==> config.mk <==
export PLATFORM = sky130hd
export DESIGN_NAME = ball_motion_engine
export DESIGN_NICKNAME = d
export VERILOG_FILES = /design/src/rtl/fq_ball_pkg.sv /design/src/rtl/ball_axis_step.sv /design/src/rtl/ball_motion_engine.sv
export SDC_FILE = /design/constraint.sdc
export NUM_CORES = 1
export LEC_CHECK = 0
export CORE_ASPECT_RATIO = 0.6
export CORE_MARGIN = 2
export CORE_UTILIZATION = 56
export CTS_CLUSTER_SIZE = 12
export DETAILED_ROUTE_END_ITERATION = 8
export GPL_ROUTABILITY_DRIVEN = 1
export HOLD_SLACK_MARGIN = 0.06
export PLACE_DENSITY = 0.86
export SLEW_MARGIN = 25
export SYNTH_ARGS = -nofsm -noshare
export SYNTH_HDL_FRONTEND = slang
export SYNTH_SLANG_ARGS = --single-unit
==> constraint.sdc <==
create_clock -name clk -period 8.3 [get_ports clk]
set_clock_uncertainty 0.15 [all_clocks]
set_input_delay 0.83 -clock clk [delete_from_list [all_inputs] [get_ports clk]]
set_output_delay 0.83 -clock clk [all_outputs]
set_load 0.02 [all_outputs]
==> src/rtl/fq_ball_pkg.sv <==
// Shared types, playfield defaults and arithmetic helpers for the ball motion engine.
package fq_ball_pkg;

    typedef logic signed [10:0] coord_t;
    typedef logic signed [11:0] pos12_t;

    typedef enum logic [2:0] {StIdle, StCheck, StReq, StWaitRsp, StMove} state_e;

    localparam int SCREEN_W_DEF = 640;
    localparam int SCREEN_H_DEF = 480;

    // Two's-complement negation that maps -1024 to +1023 instead of wrapping.
    function automatic coord_t sat_neg(coord_t v);
        if (v == coord_t'(11'h400)) return coord_t'(11'h3ff);
        return coord_t'(-v);
    endfunction

    function automatic coord_t clamp_pos(coord_t v, pos12_t limit);
        if (v < 0) return '0;
        if (pos12_t'(v) > limit - 12'sd1) return coord_t'(limit - 12'sd1);
        return v;
    endfunction

endpackage

==> src/rtl/ball_axis_step.sv <==
// One-axis integration step: pos + dir with clamping and direction reversal at either wall.
module ball_axis_step (
    input  logic signed [10:0] pos,
    input  logic signed [10:0] dir,
    input  logic signed [11:0] limit,
    output logic signed [10:0] new_pos,
    output logic signed [10:0] new_dir,
    output logic               hit_low,
    output logic               hit_high
);
    import fq_ball_pkg::*;

    pos12_t nxt;

    always_comb begin
        nxt      = pos12_t'(pos) + pos12_t'(dir);
        new_pos  = nxt[10:0];
        new_dir  = dir;
        hit_low  = 1'b0;
        hit_high = 1'b0;
        if (nxt < 0) begin
            new_pos = '0;
            new_dir = sat_neg(dir);
            hit_low = 1'b1;
        end else if (nxt > limit - 12'sd1) begin
            new_pos  = coord_t'(limit - 12'sd1);
            new_dir  = sat_neg(dir);
            hit_high = 1'b1;
        end
    end

endmodule

==> src/rtl/ball_motion_engine.sv <==
// Per-frame ball state owner: overlap test, collider handshake, wall-bounce integration.
// Define GOAL_DETECT_EN to score and re-serve on x-wall hits inside the goal mouth.
module ball_motion_engine
    import fq_ball_pkg::*;
#(
    parameter int SCREEN_W = SCREEN_W_DEF,
    parameter int SCREEN_H = SCREEN_H_DEF,
    parameter int HIT_R    = 8,
    parameter int COOLDOWN = 4,
    parameter int TIMEOUT  = 16,
    parameter int INIT_DX  = 2,
    parameter int INIT_DY  = 1
) (
    input  logic               clk,
    input  logic               rst_n,
    input  logic               frame_tick,
    input  logic [9:0]         player_x,
    input  logic [9:0]         player_y,
    output logic               col_req_valid,
    input  logic               col_req_ready,
    output logic signed [10:0] col_old_x,
    output logic signed [10:0] col_old_y,
    output logic signed [10:0] col_old_dir_x,
    output logic signed [10:0] col_old_dir_y,
    input  logic               col_rsp_valid,
    input  logic signed [10:0] col_new_x,
    input  logic signed [10:0] col_new_y,
    input  logic signed [10:0] col_new_dir_x,
    input  logic signed [10:0] col_new_dir_y,
    output logic signed [10:0] ball_x,
    output logic signed [10:0] ball_y,
    output logic signed [10:0] ball_dir_x,
    output logic signed [10:0] ball_dir_y,
    output logic               busy,
    output logic               frame_overrun,
    output logic               goal_left,
    output logic               goal_right
);

    localparam pos12_t     LIM_X    = pos12_t'(SCREEN_W);
    localparam pos12_t     LIM_Y    = pos12_t'(SCREEN_H);
    localparam pos12_t     HIT_R12  = pos12_t'(HIT_R);
    localparam coord_t     CTR_X    = coord_t'(SCREEN_W / 2);
    localparam coord_t     CTR_Y    = coord_t'(SCREEN_H / 2);
    localparam logic [7:0] TMO_LAST = 8'(TIMEOUT - 1);

    state_e     state_q, state_d;
    coord_t     bx_q, bx_d, by_q, by_d, dx_q, dx_d, dy_q, dy_d;
    coord_t     ox_q, ox_d, oy_q, oy_d, odx_q, odx_d, ody_q, ody_d;
    logic [7:0] cool_q, cool_d, tmo_q, tmo_d;
    logic       req_valid_q, req_valid_d;

    coord_t     sx_pos, sx_dir, sy_pos, sy_dir;
    logic       sx_low, sx_high, sy_low, sy_high;
    pos12_t     diff_x, diff_y;
    logic       hit, goal_hit;

    ball_axis_step u_step_x (
        .pos      (bx_q),
        .dir      (dx_q),
        .limit    (LIM_X),
        .new_pos  (sx_pos),
        .new_dir  (sx_dir),
        .hit_low  (sx_low),
        .hit_high (sx_high)
    );

    ball_axis_step u_step_y (
        .pos      (by_q),
        .dir      (dy_q),
        .limit    (LIM_Y),
        .new_pos  (sy_pos),
        .new_dir  (sy_dir),
        .hit_low  (sy_low),
        .hit_high (sy_high)
    );

    assign diff_x = pos12_t'(bx_q) - pos12_t'({2'b00, player_x});
    assign diff_y = pos12_t'(by_q) - pos12_t'({2'b00, player_y});
    assign hit    = (diff_x >= -HIT_R12) && (diff_x <= HIT_R12) &&
                    (diff_y >= -HIT_R12) && (diff_y <= HIT_R12);

`ifdef GOAL_DETECT_EN
    logic in_mouth;
    logic unused_y_hits;
    assign in_mouth      = (by_q >= coord_t'(SCREEN_H / 2 - 48)) &&
                           (by_q <= coord_t'(SCREEN_H / 2 + 47));
    assign goal_hit      = (sx_low || sx_high) && in_mouth;
    assign goal_left     = (state_q == StMove) && goal_hit && sx_low;
    assign goal_right    = (state_q == StMove) && goal_hit && sx_high;
    assign unused_y_hits = ^{sy_low, sy_high};
`else
    logic unused_hits;
    assign goal_hit    = 1'b0;
    assign goal_left   = 1'b0;
    assign goal_right  = 1'b0;
    assign unused_hits = ^{sx_low, sx_high, sy_low, sy_high};
`endif

    always_comb begin
        state_d     = state_q;
        bx_d        = bx_q;
        by_d        = by_q;
        dx_d        = dx_q;
        dy_d        = dy_q;
        ox_d        = ox_q;
        oy_d        = oy_q;
        odx_d       = odx_q;
        ody_d       = ody_q;
        cool_d      = cool_q;
        tmo_d       = tmo_q;
        req_valid_d = req_valid_q;
        unique case (state_q)
            StIdle: if (frame_tick) state_d = StCheck;
            StCheck: begin
                // Test uses the pre-decrement value so COOLDOWN whole frames are skipped.
                if (cool_q != 8'd0) cool_d = cool_q - 8'd1;
                if (hit && cool_q == 8'd0) begin
                    state_d     = StReq;
                    req_valid_d = 1'b1;
                    ox_d        = bx_q;
                    oy_d        = by_q;
                    odx_d       = dx_q;
                    ody_d       = dy_q;
                end else begin
                    state_d = StMove;
                end
            end
            StReq: begin
                if (col_req_ready) begin
                    req_valid_d = 1'b0;
                    tmo_d       = 8'd0;
                    state_d     = StWaitRsp;
                end
            end
            StWaitRsp: begin
                if (col_rsp_valid) begin
                    bx_d    = clamp_pos(col_new_x, LIM_X);
                    by_d    = clamp_pos(col_new_y, LIM_Y);
                    dx_d    = col_new_dir_x;
                    dy_d    = col_new_dir_y;
                    cool_d  = 8'(COOLDOWN);
                    state_d = StIdle;
                end else if (tmo_q == TMO_LAST) begin
                    dx_d    = sat_neg(dx_q);
                    dy_d    = sat_neg(dy_q);
                    state_d = StMove;
                end else begin
                    tmo_d = tmo_q + 8'd1;
                end
            end
            StMove: begin
                state_d = StIdle;
                if (goal_hit) begin
                    bx_d   = CTR_X;
                    by_d   = CTR_Y;
                    dx_d   = sx_low ? coord_t'(INIT_DX) : coord_t'(-INIT_DX);
                    dy_d   = coord_t'(INIT_DY);
                    cool_d = 8'(COOLDOWN);
                end else begin
                    bx_d = sx_pos;
                    by_d = sy_pos;
                    dx_d = sx_dir;
                    dy_d = sy_dir;
                end
            end
            default: state_d = StIdle;
        endcase
    end

    always_ff @(posedge clk or negedge rst_n) begin
        if (!rst_n) begin
            state_q     <= StIdle;
            bx_q        <= CTR_X;
            by_q        <= CTR_Y;
            dx_q        <= coord_t'(INIT_DX);
            dy_q        <= coord_t'(INIT_DY);
            ox_q        <= '0;
            oy_q        <= '0;
            odx_q       <= '0;
            ody_q       <= '0;
            cool_q      <= '0;
            tmo_q       <= '0;
            req_valid_q <= 1'b0;
        end else begin
            state_q     <= state_d;
            bx_q        <= bx_d;
            by_q        <= by_d;
            dx_q        <= dx_d;
            dy_q        <= dy_d;
            ox_q        <= ox_d;
            oy_q        <= oy_d;
            odx_q       <= odx_d;
            ody_q       <= ody_d;
            cool_q      <= cool_d;
            tmo_q       <= tmo_d;
            req_valid_q <= req_valid_d;
        end
    end

    assign busy          = (state_q != StIdle);
    assign frame_overrun = frame_tick && busy;
    assign col_req_valid = req_valid_q;
    assign col_old_x     = ox_q;
    assign col_old_y     = oy_q;
    assign col_old_dir_x = odx_q;
    assign col_old_dir_y = ody_q;
    assign ball_x        = bx_q;
    assign ball_y        = by_q;
    assign ball_dir_x    = dx_q;
    assign ball_dir_y    = dy_q;

endmodule

**After elaboration in Yosys (flattened, before gate mapping)**

Cells that the tools add are included.

- Word-level logic and storage cells: 148
- Bits in registers: 108

- Reduce and logical (&&, ||, !) cells: 21
- Order comparisons: 12
- Mux-type cells: 78
- Eq/ne operators: 17
- $add $sub $neg: 8

Operators with widths:

| cell | count |
|---|---|
| 11-bit 2-to-1 mux | 30 |
| 11-bit case mux with 2 select lines | 4 |
| 8-bit 2-to-1 mux | 5 |
| 8-bit case mux with 2 select lines | 2 |
| 1-bit 2-to-1 mux | 30 |
| 11-bit by 11-bit adder with 12-bit output | 2 |
| 12-bit by 4-bit greater-or-equal comparator with 1-bit output, second input constant | 2 |
| 12-bit by 5-bit less-or-equal comparator with 1-bit output, second input constant | 2 |
| 12-bit by 1-bit < comparator with 1-bit output, second input constant | 2 |
| 11-bit by 11-bit subtractor with 12-bit output | 2 |
| 11-bit == test, second input constant | 2 |
| 11-bit by 1-bit < comparator with 1-bit output, second input constant | 2 |
| 11-bit negation | 2 |
| 3-bit 2-to-1 mux | 5 |
| 3-bit AND reduction | 5 |
| 2-bit != test, second input constant | 7 |
| 12-bit by 10-bit > comparator with 1-bit output, second input constant | 1 |
| 12-bit by 11-bit > comparator with 1-bit output, second input constant | 1 |
| 3-bit case mux with 4 select lines | 1 |
| 11-bit by 10-bit > comparator with 1-bit output, second input constant | 1 |
| 11-bit > comparator, second input constant | 1 |
| 8-bit by 1-bit adder with 8-bit output, second input constant | 1 |
| 8-bit by 4-bit == test with 1-bit output, second input constant | 1 |
| 8-bit logical NOT | 1 |
| 14 further kinds | 24 |

**Logic depth before layout (Yosys ltp)**

Gate-level depths: netlist of the first run.

- Word-level depth: 11
- Gate-level depth with buffers: 15
- Depth with buffers taken out: 13

**Modules after synthesis**

From an unflattened synthesis of the first run, not the netlist that was laid out.

- Cells, all modules: 1,157
- Area, all modules: 9,844.4 um2

By module, submodules not included:

| module | cells an instance | seq. area each (um2) | area each (um2) | times used |
|---|---|---|---|---|
| ball_motion_engine | 724 | 2,712.6 | 6,844.1 | 1 |
| ball_axis_step (u_step_y) | 220 | 0.0 | 1,545.2 | 1 |
| ball_axis_step (u_step_x) | 213 | 0.0 | 1,455.1 | 1 |

**Worst setup path before layout of the first run**

OpenSTA, ideal clock, no wires.

- Path type: input to register
- Start point: input port player_x[0]
- End point: register odx_q[0] (netlist: col_old_dir_x[0])
- Buffers on the path: 2
- Path slack: 4.101 ns
- Library setup time: 0.125 ns
- Stages on the path: 14
- Arrival: 3.924 ns
- Data required time: 8.025 ns
- Cell sequence: ha_1 -> inv_1 -> fa_1 -> and3_2 -> or2_4 -> a211oi_4 -> o22ai_1 -> nor4_1 -> mux2i_1 -> a22o_1 -> or4_1 -> buf_6 -> buf_12 -> mux2_4

- Cells in the longest elaborated chain, start to end: 7
- Elaborated cells between the ends (all ways): 8
- Those cells by class: 1 x add/sub; 2 x order compare; 5 x reduce/logical

RTL lines:

| item | RTL line | RTL |
|---|---|---|
| start: declaration | ball_motion_engine.sv:17 | `input logic [9:0] player_x,` |
| 11-bit by 11-bit subtractor with 12-bit output * | ball_motion_engine.sv:78 | `assign diff_x = pos12_t'(bx_q) - pos12_t'({2'b00, player_x});` |
| 12-bit by 4-bit greater-or-equal comparator with 1-bit output or 12-bit by 5-bit less-or-equal comparator with 1-bit output (tied branches) | ball_motion_engine.sv:80 | `assign hit = (diff_x >= -HIT_R12) && (diff_x <= HIT_R12) &&` |
| 1-bit logical AND * (2 in a row) | ball_motion_engine.sv:80 |  |
| 1-bit logical AND * | ball_motion_engine.sv:81 | `(diff_y >= -HIT_R12) && (diff_y <= HIT_R12);` |
| 1-bit logical AND * | ball_motion_engine.sv:118 | `if (hit && cool_q == 8'd0) begin` |
| 2-bit AND reduction (no line) * | n/a |  |
| end signal: assignment | ball_motion_engine.sv:180 | `odx_q <= '0;` |
| end signal: assignment | ball_motion_engine.sv:193 | `odx_q <= odx_d;` |
| end: declaration | ball_motion_engine.sv:49 | `coord_t ox_q, ox_d, oy_q, oy_d, odx_q, odx_d, ody_q, ody_d;` |

Every way passes the cells marked *; elsewhere a longest branch is shown, timed or not.
A chain may end at the register's enable or synchronous reset.

**Worst setup path in the final report of the first run**

- Start point: input port player_x[0]
- End point: register oy_q[8] (netlist: col_old_y[8])

- Cells in the longest elaborated chain, start to end: 7
- Elaborated cells between the ends (all ways): 8
- Those cells by class: 1 x add/sub; 2 x order compare; 5 x reduce/logical

RTL lines:

| item | RTL line | RTL |
|---|---|---|
| 11-bit by 11-bit subtractor with 12-bit output * | ball_motion_engine.sv:78 |  |
| 12-bit by 4-bit greater-or-equal comparator with 1-bit output or 12-bit by 5-bit less-or-equal comparator with 1-bit output (tied branches) | ball_motion_engine.sv:80 |  |
| 1-bit logical AND * (2 in a row) | ball_motion_engine.sv:80 |  |
| 1-bit logical AND * | ball_motion_engine.sv:81 |  |
| 1-bit logical AND * | ball_motion_engine.sv:118 |  |
| 2-bit AND reduction (no line) * | n/a |  |
| end signal: assignment | ball_motion_engine.sv:192 | `oy_q <= oy_d;` |
| end: declaration | ball_motion_engine.sv:49 |  |

Marked as above.

==> metrics.txt, run 1 <==
status=completed; placed wire-length estimate=around 16 mm; initial DRC count=432; Port Buffers=159; Final setup viols=0; mean post-synth cell area=9.392 um2; max_slew headroom=33.18%; CP dominant cell by count=mux2i_1; GR Overflow Total=0; largest cells by area after synthesis=dfrtp_1, mux2_4, ha_1; Max VDD drop=between 0.00015 and 0.0002 V; largest net degree at the start of global routing=72; RR Startpoint=ball_x[0]; GPL Wtd Cong=0.9582; kind of end point of the critical path=flop; Clk Latency, worst-skew pair=350 ps; Yosys cell types=75; Clock Sink Count=roughly 110; pwr dens=approximately 350 nW/um2; Max stage delay on crit path=about 740 ps; via count=roughly 6,800; Leak=roughly 4.3 nW; number of synthesized flops with an enable pin=0; unrepaired setup endpoints after global routing=no; Crit path required time=approximately 8400 ps; CTS Hold Bufs=0; # rows=32; diode count=0; ys async rst share=100.0%; f_max=slightly below 200 MHz; IO Pins=around 160; Post-Route Setup TNS=0 ps; DR pass1 iterations=5; dominant cell type by area after synthesis=dfrtp_1; CTS root buf=clkbuf_16; Clk pin slew, worst setup/hold paths=70 ps; die height=between 90 and 100 um; mapped cell area=approximately 7500 um2; Reg2Reg Setup Slack=around 3600 ps; Yosys Warn Count=0; TritonCTS clock tree=built; Hold Path Class=input port to async pin; Tcrit/Tclk final=61.42%; antenna violations before repair=0; post-synthesis sequential area ratio=approximately 36%; Reg-to-Reg End=col_old_y[8]; Crit Path Class=input port to flop; startpoint type of the worst setup path=input port; global-route wire length before repair=33.54 mm; post-route ant nets=0; worst path cell trace=clkdlybuf4s50_1 > ha_1 > inv_1 > fa_1 > and3_2 > or2_4 > a211oi_4 > mux2i_1 > nor4b_2 > mux2i_1 > a22o_1 > or4_2 > buf_4 > mux2_4; gr usage total=between 20% and 30%; die area=14,320 um2; Period minus WS final=5098 ps; drt drc=0; CP arrival=around 5200 ps; Critical Path Start=player_x[0]; max-slew violations=0; hold violation count in the final report=0; worst-case clock buffer depth=2; Layout area overhead=26.11%; Worst setup endpoint=col_old_y[8]; Yosys top cell area share=between 30% and 40%; cts repair resizes=0; prevailing post-synth register cell=dfrtp_1; post-DR vias/cell=a little over 6; Hold WS=between 300 and 400 ps; setup bufs post-CTS=0; slowest CP cell=or4_2; number of global-route vias before repair=6,452; nets@finish=around 1,100; Die X=153.2 um; crit path max fanout=41; Least-Margin Pin Slew=between 900 and 1000 ps; Cells after Synth=about 800; share of layout cells above drive strength 1=under 10%; DRT Wirelength=around 21 mm; detailed-route wire length per cell=~19 um; Worst Reg-to-Reg Cells=14; htree depth=3; synthesized flop and latch total=between 100 and 150; Inserted Clock Buffers=9; starting density of the core=57.81%; max cap viols=0; Core Area=around 13,000 um2
## cell usage after synthesis, drive strengths merged (8+ instances only)
library cell / number
ha: 46
o21ai: 46
a2bb2oi: 8
and3: 10
nor2: 70
mux2i: 8
a31oi: 11
mux2: 45
dfstp: 8
nand3: 26
or3: 13
inv: 55
a21oi: 57
o211ai: 12
o221ai: 10
nand2: 55
nand2b: 12
clkbuf: 18
o21a: 9
nor3: 23
xor2: 15
a21o: 11
nor4: 10
xnor2: 15
dfrtp: 100
## layout by cell type, fill, tap and decap left out, types with 11 or more instances in the layout
master and n:
mux2_4 39, o211ai_1 12, xnor2_1 15, xor2_1 15
dfrtp_1 100, or3_1 13, nor3_1 23, nand2b_1 12
clkdlybuf4s50_1 158, nor2_1 70, nand2_1 55, inv_1 55
nand3_1 26, o21ai_0 43, a21oi_1 56, a31oi_1 11
ha_1 46
## state kept, by name, indices dropped and copies added, names as in the netlist
| name | flops |
|---|---|
| cool_q | 8 |
| ball_dir_y | 11 |
| col_old_dir_x | 11 |
| col_req_valid | 1 |
| ball_y | 11 |
| col_old_x | 11 |
| tmo_q | 8 |
| ball_x | 11 |
| col_old_dir_y | 11 |
| ball_dir_x | 11 |
| col_old_y | 11 |
| state_q | 3 |
## worst min-delay path by stage
stage / slack [ps] / depth (start not counted) / to / from
after floorplan: 320 / 1 / tmo_q[0] / tmo_q[0]
after global placement: 330 / 1 / tmo_q[0] / tmo_q[0]
after detailed placement: 340 / 1 / col_old_dir_x[5] / col_old_dir_x[5]
after CTS: 330 / 1 / col_old_x[4] / rst_n
after global routing: 340 / 1 / col_old_x[4] / rst_n
final: 310 / 1 / cool_q[0] / rst_n
## area by class of cell
cell class	instances	area (um2)
Clock buffer	11	242.7
Clock inverter	5	35.03
Fill cell	938	3505
Inverter	56	210.2
Multi-Input combinational cell	608	4388
Sequential cell	108	2713
Tap cell	170	212.7
Timing Repair Buffer	164	1627
## routing by layer
layer / wire length, um / share of wire [%] / vias up / track usage [%]
met2: 8632 / 42 / 321 / 42.08
met1: 10040 / 48 / 3231 / 44.69
li1: - / - / 3219 / -
met5: 0 / 0 / - / 0
met3: 1911 / 9.2 / 27 / 6.766
met4: 208 / 1.0 / 0 / 5.401
## logic make-up (layout without fill, tap and decap cells)
family          count (synthesis)  in the layout  share of synthesized area (%)
other cells                     1              2                        0.05016
flops                         108            108                          36.28
compound gates                217            217                          19.38
simple gates                  256            256                          17.05
buf+inv                        81            236                          5.138
fa+ha+maj                      50             50                          8.770
xor+xnor                       30             30                          3.515
mux                            53             53                          9.807
## stage by stage
step / worst slack [ps] / total power, mW / cell area (um2) / util, % / cells
floorplan: 4101 / 2.230 / 7480 / - / 797
global placement: 3050 / 2.815 / 9146 / 70.72 / 1106
detailed placement: 2916 / 2.867 / 9146 / 70.72 / 1106
CTS: 3284 / 3.292 / 9424 / 72.87 / 1122
global route: 3052 / 3.564 / 9428 / 72.90 / 1122
finish: 3202 / 3.321 / 9428 / 72.90 / 1122
## report_power, final
| part | switching (mW) | internal [mW] |
|---|---|---|
| logic | 1.11 | 0.874 |
| registers | 0.253 | 0.668 |
| clock network | 0.201 | 0.214 |
| total | 1.57 | 1.76 |
## worst max-delay path: cells and delay by family
| kind | cells | cell delay [ps] |
|---|---|---|
| AND/OR/NAND/NOR | 4 | 1590 |
| AO/OA/AOI/OAI | 2 | 500 |
| adder cells (fa/ha/maj) | 2 | 590 |
| buffers and inverters | 3 | 920 |
| multiplexers | 3 | 650 |
Power figures use the tool's default switching activity.
==> inputs of run 2 (changes only) <==
--- a/config.mk
+++ b/config.mk
@@ -7,12 +7,12 @@
 export LEC_CHECK = 0
 export CORE_ASPECT_RATIO = 0.6
 export CORE_MARGIN = 2
-export CORE_UTILIZATION = 56
+export CORE_UTILIZATION = 47
 export CTS_CLUSTER_SIZE = 12
 export DETAILED_ROUTE_END_ITERATION = 8
 export GPL_ROUTABILITY_DRIVEN = 1
 export HOLD_SLACK_MARGIN = 0.06
-export PLACE_DENSITY = 0.86
+export PLACE_DENSITY = 0.77
 export SLEW_MARGIN = 25
 export SYNTH_ARGS = -nofsm -noshare
 export SYNTH_HDL_FRONTEND = slang
==> constraint.sdc (replaced) <==
create_clock -name clk -period 4.5 [get_ports clk]
set_clock_uncertainty 0.15 [all_clocks]
set_input_delay 0.45 -clock clk [delete_from_list [all_inputs] [get_ports clk]]
set_output_delay 0.45 -clock clk [all_outputs]
set_load 0.02 [all_outputs]
==> metrics.txt, run 2 (synthesis gave the netlist of run 1 again) <==
drt drc=0 (unchanged); antenna violations before repair=0 (unchanged); GPL Wtd Cong=0.9234 (-3.6%); Crit Path Class=input port to flop; Max VDD drop=0.0003038 V (+92%); unrepaired setup endpoints after global routing=no; f_max=about 230 MHz; Seq pwr share=26.5% (-1.2 points); leading cell types in the layout, fill and taps excluded=clkdlybuf4s50_1, dfrtp_1, nor2_1, a21oi_1; Final setup viols=0 (unchanged); die height=101.7 um (+8.8%); crit path max fanout=33 (-20%); switching power=2.937 mW (+88%); most common cell after layout, fill and taps aside=clkdlybuf4s50_1; CP arrival=4400 ps (-780 ps); number of global-route vias before repair=6,616 (+2.5%); Final Util=62.31% (-11 points); Least-Margin Pin Slew=1051 ps (+52.30 ps); # rows=35 (+9.4%); Clock Sink Count=108 (unchanged); Leak=4.424 nW (+2.2%); status=completed; pwr dens=647.8 nW/um2 (+84%); Crit path required time=4580 ps (-3800 ps); GRT met1 Usage=40.12% (-4.6 points); starting density of the core=48.36% (-9.4 points); Tcrit/Tclk final=just under 100%; share of layout cells above drive strength 1=10.80% (+1.7 points); kind of end point of the critical path=flop; Port Buffers=159 (unchanged); Worst Reg-to-Reg Cells=14 (unchanged); Layout area overhead=28.85%; Tot Pwr=6.241 mW (+88%); post-route ant nets=0 (unchanged); CTS root buf=clkbuf_16; startpoint type of the worst setup path=input port; max_slew headroom=29.68% (-3.5 points); power share of the clock group=12.1% (-0.4 points); max-slew violations=0 (unchanged); htree depth=3 (unchanged); gr usage total=25.45% (-3.7 points); Period minus WS final=4322 ps; Switching Share=47.06% (-0.068 points); cell internal pwr=3.304 mW (+88%); global-route wire length before repair=34.50 mm (+2.9%); post-DR vias/cell=5.822 (-3.9%); Clk Latency, worst-skew pair=350 ps (about the same); DR pass1 iterations=5 (unchanged); max cap viols=0 (unchanged); combinational share of power=61.4% (+1.6 points); die area=16,960 um2 (+18%); GRT met3 Usage=6.057% (-0.71 points); GR Util met2=35.80% (-6.3 points); Clk pin slew, worst setup/hold paths=70 ps (about the same); Die X=166.8 um (+8.9%); detailed-route wire length per cell=18.27 um (-1.4%); via count=6,841 (+0.63%); DRT Wirelength=21.47 mm (+3.3%); GR Overflow Total=0 (unchanged); Hold Path Class=flop to flop; Core Area=15,460 um2 (+20%); IO Pins=162 (unchanged); TritonCTS clock tree=built; hold violation count in the final report=0 (unchanged); largest net degree at the start of global routing=46 (-36%); nets@finish=1,086 (+1.9%); GR peak layer=met1; worst-case clock buffer depth=2 (unchanged); initial DRC count=434 (+0.46%); placed wire-length estimate=16.40 mm (+5.1%); worst hold path cell count=1; Inserted Clock Buffers=9 (unchanged); Post-Route Setup TNS=0 ps (unchanged); diode count=0 (unchanged)
## run 2: power groups by stage
stage	clock [mW]	combinational, mW	sequential, mW
2_1_floorplan	0	2.37	1.74
3_3_place_gp	0	3.70	1.65
3_5_place_dp	0	3.76	1.66
4_1_cts	0.764	3.78	1.64
5_1_grt	0.801	4.23	1.69
6_report	0.753	3.83	1.65
## run 2: critical path: stages
cell and delay [ps]:
clkdlybuf4s50_1 460, ha_1 160, inv_1 50, fa_1 400
and3_2 240, or2_4 250, o31ai_1 230, o21ai_0 160
nor4b_2 320, mux2i_1 140, a22o_1 270, or4_2 670
buf_12 220, mux2_4 320
## run 2: per-layer routing
layer / vias to the layer above / routed length, um / part of all wire [%]
li1: 3261 / - / -
met1: 3283 / 10910 / 51
met2: 285 / 8531 / 40
met3: 12 / 1941 / 9.0
met4: 0 / 92 / 0.43
met5: - / 0 / 0
## run 2: metrics by stage
stage | std cells | cell area, um2 | hold WS, ps | worst slack (ps)
6_report | 1175 | 9633 | 356.4 | 177.8
5_1_grt | 1175 | 9633 | 378.5 | 2.766
4_1_cts | 1175 | 9623 | 356.6 | 182.9
3_5_place_dp | 1158 | 9343 | 342.8 | -170.5
3_3_place_gp | 1158 | 9343 | 338.2 | -98.55
2_1_floorplan | 797 | 7480 | 4.409 | 578.5
## run 2: final timing paths
check | start | slack [ps] | endpoint
max | player_x[0] | 180 | col_old_dir_x[0]
min | tmo_q[0] | 360 | tmo_q[0]
max reg2reg | ball_y[0] | 210 | col_old_dir_x[0]
min reg2reg | tmo_q[0] | 360 | tmo_q[0]
max in group asynchronous | rst_n | 2750 | ball_x[6]
min in group asynchronous | rst_n | 520 | col_old_y[6]
## run 2: cell type report
cell class / instances / area [um2]
fillers: 1321 / 5826
multi-input cells: 608 / 4394
flip-flops and latches: 108 / 2713
repair buffers: 184 / 1792
well taps: 203 / 254.0
clock buffers: 12 / 236.5
inverters: 56 / 210.2
clock inverters: 4 / 33.78
## run 2: timing repair
action,4_1_cts,5_1_grt
setup buffers,0,0
hold buffers,1,0
setup endpoints to repair,0,42
resized for setup,0,1
hold endpoints to repair,41,0
==> inputs of run 3 (changes only) <==
--- a/config.mk
+++ b/config.mk
@@ -11,6 +11,7 @@
 export CTS_CLUSTER_SIZE = 12
 export DETAILED_ROUTE_END_ITERATION = 8
 export GPL_ROUTABILITY_DRIVEN = 1
+export GPL_TIMING_DRIVEN = 0
 export HOLD_SLACK_MARGIN = 0.06
 export PLACE_DENSITY = 0.77
 export SLEW_MARGIN = 25
==> metrics.txt, run 3 (synthesis gave the netlist of run 1 again) <==
status=completed; final setup margin=257.7 ps (+79.90 ps); Core Area=15,460 um2 (unchanged); share of layout cells above drive strength 1=9.035% (-1.8 points); leading cell types in the layout, fill and taps excluded=clkdlybuf4s50_1, dfrtp_1, nor2_1, a21oi_1; GR peak layer=met1; Clk pin slew, worst setup/hold paths=80 ps (about the same); GR Util met2=36.09% (+0.28 points); CP arrival=4320 ps (-80 ps); htree depth=3 (unchanged); pwr dens=637.8 nW/um2 (-1.6%); detailed-route wire length per cell=18.05 um (-1.2%); Layout area overhead=29.05%; Die X=166.8 um (unchanged); Port Buffers=159 (unchanged); initial DRC count=453 (+4.4%); Period minus WS final=4242 ps (-79.90 ps); register area=2713 um2 (unchanged); Inserted Clock Buffers=9 (unchanged); Leak=4.407 nW (-0.38%); post-DR vias/cell=5.734 (-1.5%); pre-CTS setup slack=-61.94 ps (+108.6 ps); DR pass1 iterations=5 (unchanged); Hold Path Class=flop to flop; TritonCTS clock tree=built; Clk Latency, worst-skew pair=350 ps (about the same); Final setup viols=0 (unchanged); # rows=35 (unchanged); Fillers=1,333 (+0.91%); startpoint type of the worst setup path=input port; crit path max fanout=10 (-70%); area post-placement=9354 um2 (+0.12%); gr usage total=24.79% (-0.65 points); GRT met3 Usage=5.705% (-0.35 points); hold violation count in the final report=0 (unchanged); Clock Sink Count=108 (unchanged); via count=6,749 (-1.3%); Finished Layout Cells=1,177 (+0.17%); max cap viols=0 (unchanged); Tot Pwr=6.153 mW (-1.4%); kind of end point of the critical path=flop; diode count=0 (unchanged); CTS root buf=clkbuf_16; DRT Wirelength=21.24 mm (-1.1%); Least-Margin Pin Slew=988.4 ps (-62.52 ps); Max VDD drop=0.0003511 V (+16%); Tcrit/Tclk final=94.27% (-1.8 points); die height=101.7 um (unchanged); post-route ant nets=0 (unchanged); drt drc=0 (unchanged); placed wire-length estimate=16.32 mm (-0.49%); global-route wire length before repair=33.26 mm (-3.6%); starting density of the core=48.36% (unchanged); most common cell after layout, fill and taps aside=clkdlybuf4s50_1; number of global-route vias before repair=6,391 (-3.4%); nets@finish=1,088 (+0.18%); largest net degree at the start of global routing=63 (+37%); unrepaired setup endpoints after global routing=no; max_slew headroom=33.80% (+4.1 points); placed cell count=1,160 (+0.17%); Crit Path Class=input port to flop; GRT met1 Usage=38.14% (-2.0 points); f_max=235.7 MHz (+1.9%); Multi-input gate area=4383 um2 (-0.26%); die area=16,960 um2 (unchanged); worst-case clock buffer depth=2 (unchanged); Crit path required time=4580 ps (about the same); max-slew violations=0 (unchanged); IO Pins=162 (unchanged); GPL Wtd Cong=0.9191 (-0.47%); Final Util=62.41% (+0.097 points); antenna violations before repair=0 (unchanged); setup bufs post-CTS=0 (unchanged); post-route cell area=9648 um2 (+0.16%); GR Overflow Total=0 (unchanged)
run 3: routing by layer:
metal | wire [um] | share of wire [%] | up-vias
li1 | - | - | 3268
met1 | 10720 | 50 | 3210
met2 | 8670 | 41 | 258
met3 | 1731 | 8.1 | 13
met4 | 124 | 0.58 | 0
met5 | 0 | 0 | -
run 3: worst paths after layout:
kind | cells after the start | endpoint | slack [ps] | start
setup / recovery | 15 | col_old_y[4] | 260 | player_x[0]
hold / removal | 1 | tmo_q[0] | 370 | tmo_q[0]
setup reg to reg | 15 | col_old_y[4] | 310 | ball_x[0]
hold reg to reg | 1 | tmo_q[0] | 370 | tmo_q[0]
max in group asynchronous | 3 | ball_y[6] | 3050 | rst_n
min in group asynchronous | 2 | state_q[0] | 450 | rst_n
run 3: area by class of cell:
type,instances,area share (%)
Buffer,25,1.803
Clock buffer,10,2.373
Clock inverter,6,0.5706
Inverter,56,2.179
Multi-Input combinational cell,608,45.43
Sequential cell,108,28.12
Tap cell,203,2.633
Timing Repair Buffer,161,16.90
run 3: timing repair:
| item | CTS | global route |
|---|---|---|
| hold endpoints to repair | 44 | 0 |
| gates resized for setup | 0 | 0 |
| hold buffers | 1 | 0 |
run 3: power breakdown:
part | internal, mW | leakage, nW | switching (mW)
sequential | 1.23 | 1.37 | 0.452
clock | 0.389 | 0.140 | 0.399
combinational | 1.61 | 2.90 | 2.07
run 3: metrics by stage:
step           hold slack (ps)  setup TNS (ps)
2_1_floorplan            4.409               0
3_3_place_gp             338.0         -149720
3_5_place_dp             273.3           -2121
4_1_cts                  364.2               0
5_1_grt                  374.3               0
6_report                 365.1               0
run 3: worst max-delay path: stages:
cell and delay (ps):
clkdlybuf4s50_1 460, ha_1 160, inv_1 50, fa_1 400
and3_2 260, or2_4 260, a211oi_4 260, o22ai_1 120
nor4_1 360, mux2i_1 120, a22o_1 270, or4_1 490
buf_6 190, buf_12 160, mux2_4 290
